--- src/rtl/div_unit.sv ---
// Multi-cycle restoring divider for div/divu: one quotient bit per clock,
// returns {remainder, quotient} with ready_o held until start_i is withdrawn.
module div_unit #(
    parameter int WIDTH = 32
) (
    input  logic               clk,
    input  logic               rst,
    input  logic               signed_div_i,
    input  logic [WIDTH-1:0]   opdata1_i,
    input  logic [WIDTH-1:0]   opdata2_i,
    input  logic               start_i,
    input  logic               annul_i,
    output logic [2*WIDTH-1:0] result_o,
    output logic               ready_o
);

    localparam int CW = $clog2(WIDTH) + 1;

    typedef enum logic [1:0] {FREE, BYZERO, ON, END} state_t;

    state_t           state_reg, state_next;
    logic [CW-1:0]    cnt_reg;
    logic [WIDTH-1:0] rem_reg;
    logic [WIDTH-1:0] quot_reg;
    logic [WIDTH-1:0] divisor_reg;
    logic             sign1_reg;
    logic             sign2_reg;

    logic             accept;
    logic [WIDTH-1:0] mag1, mag2;
    logic [WIDTH:0]   shifted;
    logic             trial_ok;
    logic [WIDTH-1:0] rem_step;

    assign accept = start_i && !annul_i;
    assign mag1   = (signed_div_i && opdata1_i[WIDTH-1]) ? -opdata1_i : opdata1_i;
    assign mag2   = (signed_div_i && opdata2_i[WIDTH-1]) ? -opdata2_i : opdata2_i;

    // Trial subtract is done at WIDTH+1 bits so a divisor magnitude of 2^(W-1) cannot overflow.
    assign shifted  = {rem_reg, quot_reg[WIDTH-1]};
    assign trial_ok = shifted >= {1'b0, divisor_reg};
    assign rem_step = trial_ok ? WIDTH'(shifted - {1'b0, divisor_reg}) : shifted[WIDTH-1:0];

    always_comb begin
        state_next = state_reg;
        case (state_reg)
            FREE:    if (accept) state_next = (opdata2_i == '0) ? BYZERO : ON;
            BYZERO:  state_next = END;
            ON: begin
                if (annul_i)
                    state_next = FREE;
                else if (cnt_reg == CW'(WIDTH))
                    state_next = END;
            end
            END:     if (!start_i) state_next = FREE;
            default: state_next = FREE;
        endcase
    end

    always_ff @(posedge clk or negedge rst) begin
        if (!rst)
            state_reg <= FREE;
        else
            state_reg <= state_next;
    end

    always_ff @(posedge clk or negedge rst) begin
        if (!rst) begin
            cnt_reg     <= '0;
            rem_reg     <= '0;
            quot_reg    <= '0;
            divisor_reg <= '0;
            sign1_reg   <= 1'b0;
            sign2_reg   <= 1'b0;
            result_o    <= '0;
            ready_o     <= 1'b0;
        end else begin
            case (state_reg)
                FREE: begin
                    result_o <= '0;
                    ready_o  <= 1'b0;
                    if (accept) begin
                        cnt_reg     <= '0;
                        rem_reg     <= '0;
                        quot_reg    <= mag1;
                        divisor_reg <= mag2;
                        sign1_reg   <= signed_div_i && opdata1_i[WIDTH-1];
                        sign2_reg   <= signed_div_i && opdata2_i[WIDTH-1];
                    end
                end
                BYZERO: begin
                    rem_reg  <= '0;
                    quot_reg <= '0;
                end
                ON: begin
                    if (!annul_i) begin
                        if (cnt_reg < CW'(WIDTH)) begin
                            rem_reg  <= rem_step;
                            quot_reg <= {quot_reg[WIDTH-2:0], trial_ok};
                            cnt_reg  <= cnt_reg + 1'b1;
                        end else begin
                            // Sign bits were latched already qualified by signed_div_i.
                            if (sign1_reg ^ sign2_reg) quot_reg <= -quot_reg;
                            if (sign1_reg)             rem_reg  <= -rem_reg;
                        end
                    end
                end
                END: begin
                    if (start_i) begin
                        result_o <= {rem_reg, quot_reg};
                        ready_o  <= 1'b1;
                    end else begin
                        result_o <= '0;
                        ready_o  <= 1'b0;
                    end
                end
                default: ;
            endcase
        end
    end

endmodule

--- config.mk ---
export PLATFORM = sky130hd
export DESIGN_NAME = div_unit
export DESIGN_NICKNAME = d
export VERILOG_FILES = /design/src/rtl/div_unit.sv
export SDC_FILE = /design/constraint.sdc
export NUM_CORES = 1
export LEC_CHECK = 0
export ABC_AREA = 1
export CAP_MARGIN = 10
export CORE_ASPECT_RATIO = 1.4
export CORE_MARGIN = 3
export CORE_UTILIZATION = 59
export DETAILED_ROUTE_END_ITERATION = 7
export HOLD_SLACK_MARGIN = 0.15
export PLACE_DENSITY = 0.94
export SLEW_MARGIN = 0
export SYNTH_ARGS = -nofsm -noshare
export SYNTH_HDL_FRONTEND = slang
export SYNTH_SLANG_ARGS = --single-unit
export TNS_END_PERCENT = 50
--- constraint.sdc ---
create_clock -name clk -period 2.7 [get_ports clk]
set_clock_uncertainty 0.15 [all_clocks]
set_input_delay 0.54 -clock clk [delete_from_list [all_inputs] [get_ports clk]]
set_output_delay 0.54 -clock clk [all_outputs]
set_load 0.02 [all_outputs]
==> results.toml, run 1 <==
[critical_path]
cp.required_ns = 2.94
worst-path-buf-inv = 2
cpPeakStageDelay_ns = 0.54
critPathArrivalTime_ns = 2.87
path_class = "flop to flop"
r2r_start = "rem_reg[27]"
cp_top_family = "simple AND/OR/NAND/NOR gates"
cp_num_cells = 12
r2r_cells = 12
endpoint_kind = "flop"
worstPathCellList = "ha_1, inv_1, o21bai_1, a21oi_1, nor2_1, nor2_8, nand2_8, buf_4, nand3_1, nand2_1, nand2_1, nand2_1"
timing.rr.end = "rem_reg[31]"
startpoint = "rem_reg[27]"
cp_max_fo = 11
r2r_slack_ns = 0.08
crit_end = "rem_reg[31]"
slowest_stage = "ha_1"
startpoint_type = "flop"
crit_path_frequent_cell = "nand2_1"

[cts]
clockRootBuffer = "clkbuf_16"
cts.sinks = 171
numCtsBuffers = 17
cts_tree = "done"
clk_pin_slew_ns = 0.07
post_cts_buffers = 0
h-tree-depth = 4
clock_latency_ns = 0.46
clk_path_buf_depth = 2

[job]
maxCapViolations = 0

[die]
die_h_um = 185
io_pins = 134
start_util = 0.609
dieArea_sq_mm = 0.0248
coreArea_sq_mm = 0.0222
die_w_um = 134
row_count = 64

[drt]
drt_pass1_iterations = 8
postRouteAntennaNets = 0
wl_met1_mm = 16.1
viasPerCell = 5.88
wl_per_cell_um = 18.0
routed_wl_mm = 47.3
dr_wl_met2_mm = 23.8
route.detailed.drc = 0
vias = 15400
met3WireLength_mm = 3.13
drt_iter0_drc = 1826
top_layer_used = "met4"

[hold_path]
hold_class = "flop to flop"
hp-start = "result_o[32]"

[global_route]
overflow = 0
grt_pass1_wl_mm = 74.1
antenna_found_initial = 0
grt_max_degree = 78
grt_pass1_vias = 14700
grtUsageTotal = 0.381

[timing]
worstMarginPinSlew_ns = 0.680
period_needed_ns = 2.62
max_freq_mhz = 381
setup-violations-final = 0
final_max_slew_viol_count = 0
whs_ns = 0.336
post-route-period-util = 0.972
slew_headroom = 0.547
hold_viol_final = 0

[final_layout]
fin_nets = 2428
final_util = 0.739
final_cells = 2627
largest_register = "result_o"
final_area_sq_mm = 0.0164
areaGrowthSynthToFinish_pct = 21.3
drive_gt1_frac = 0.0777
largest_reg_flops = 64

[synth]
syn_nets = 2252
synth_cell_types = 44
ys_top_cells_by_area = "dfrtp_1 (32%), nand2_1 (17%), inv_1 (8.0%)"
netlist_area_sq_mm = 0.0135
synth_warnings = 0
netlist.area_leader.share = 0.317
syn_inst = 2140
avgSynthCellArea_sq_um = 6.32
synth-edff-count = 0
ys_ff_latch = 171
synth_async_sr_flop_share = 1.00
synth_ff_type = "dfrtp_1"
synth_sequential_area_ratio = 0.317
synth_top_area_cell = "dfrtp_1"

[place]
placed_cells = 2593
place_hpwl_mm = 36.6
placed_cell_area_sq_mm = 0.0157
place.gp.congestion = 1.01
port_buffers = 133

[pwr]
seqPwrFrac = 0.176
peakVddDrop_v = 0.000807
intPower_mw = 10.5
swShare = 0.559
leakagePower_nw = 8.46
p_clk_frac = 0.108
totalPowerFinal_mw = 23.8
p_per_area_mw_per_mm2 = 1450
power_switching_mw = 13.3
pwr-share-comb = 0.716

[status]
status = "completed"
[worst reg2reg max path, stage by stage (launching register included)]
cell and delay [ns]:
dfrtp_1 0.42, ha_1 0.54, inv_1 0.10, o21bai_1 0.26, a21oi_1 0.10, nor2_1 0.28
nor2_8 0.09, nand2_8 0.13, buf_4 0.19, nand3_1 0.12, nand2_1 0.10, nand2_1 0.05
nand2_1 0.05
[placed cells by master, fill, tap and decap left out, types with 7 or more instances in the layout]
cell type | Yosys | final
a21oi_1 | 102 | 101
a31oi_1 | 19 | 19
buf_12 | 0 | 10
buf_4 | 0 | 79
clkbuf_16 | 0 | 17
clkdlybuf4s50_1 | 0 | 132
dfrtp_1 | 171 | 171
ha_1 | 42 | 38
inv_1 | 289 | 287
inv_2 | 9 | 11
nand2_1 | 627 | 626
nand2_2 | 8 | 9
nand3_1 | 205 | 204
nand3b_1 | 18 | 18
nand4_1 | 37 | 37
nor2_1 | 213 | 210
nor2_2 | 10 | 13
nor3_1 | 26 | 26
nor4_1 | 7 | 7
o211ai_1 | 12 | 12
o21ai_0 | 182 | 180
o21ai_1 | 7 | 7
xnor2_1 | 18 | 18
xor2_1 | 29 | 29
[kinds of logic after synthesis]
kind of cell | share of synthesized area
simple gates | 0.373
buf+inv | 0.105
compound gates | 0.134
flops | 0.317
xor+xnor | 0.0305
fa+ha+maj | 0.0404
[cell type report]
class | count | area [sq um]
antenna | 1 | 2.50
clock buffer | 18 | 439
clock inverter | 14 | 173
fill | 1805 | 5780
inverter | 300 | 1130
multi-input combinational | 1603 | 7870
sequential | 171 | 4280
tap | 297 | 372
timing repair buffer | 223 | 2140
[synthesized netlist by cell type, drive strengths merged, types with 19 or more instances]
master and number:
nand2 637, inv 298, nor2 226, nand3 207, o21ai 189, dfrtp 171, a21oi 104, clkbuf 46
ha 42, nand4 37, nor3 32, xor2 29, buf 20, a31oi 19
[stage by stage]
stage	TNS (ns)	worst slack, ns
final	0	0.0762
after global routing	-0.0671	-0.0197
after CTS	0	0.0719
after detailed placement	-0.145	-0.0619
after global placement	0	0.0231
after floorplan	0	0.492
[power groups by stage]
stage               combinational (mW)  clock (mW)  sequential [mW]
global route                      18.5        2.68             4.25
global placement                  15.9           0             4.13
CTS                               16.4        2.58             4.12
detailed placement                16.3           0             4.15
finish                            17.0        2.58             4.18
floorplan                         10.8           0             4.12
[metal layers]
metal,up-vias,track usage
li1,7287,-
met5,-,0
met1,7077,0.398
met3,229,0.0533
met4,0,0.301
met2,845,0.684
[worst min path at each step]
stage / end / slack [ns] / cells after the start
6_report: result_o[32] / 0.34 / 2
2_1_floorplan: cnt_reg[0] / 0.09 / 0
5_1_grt: result_o[5] / 0.35 / 2
3_5_place_dp: ready_o / 0.32 / 2
4_1_cts: result_o[26] / 0.34 / 2
3_3_place_gp: divisor_reg[6] / 0.32 / 2
[what timing repair did]
| action | 4_1_cts | 5_1_grt |
|---|---|---|
| hold endpoints to repair | 55 | 0 |
| hold buffers | 1 | 0 |
| gates resized for setup | 0 | 12 |
| endpoints found under the setup margin | 0 | 33 |
No activity file was read; power rests on OpenSTA's default activity.
==> inputs of run 2 (changes only) <==
--- a/config.mk
+++ b/config.mk
@@ -17,4 +17,4 @@
 export SYNTH_ARGS = -nofsm -noshare
 export SYNTH_HDL_FRONTEND = slang
 export SYNTH_SLANG_ARGS = --single-unit
-export TNS_END_PERCENT = 50
+export TNS_END_PERCENT = 1
==> results of run 2 <==
Final layout, timing and power as in run 1 (identical DEF).
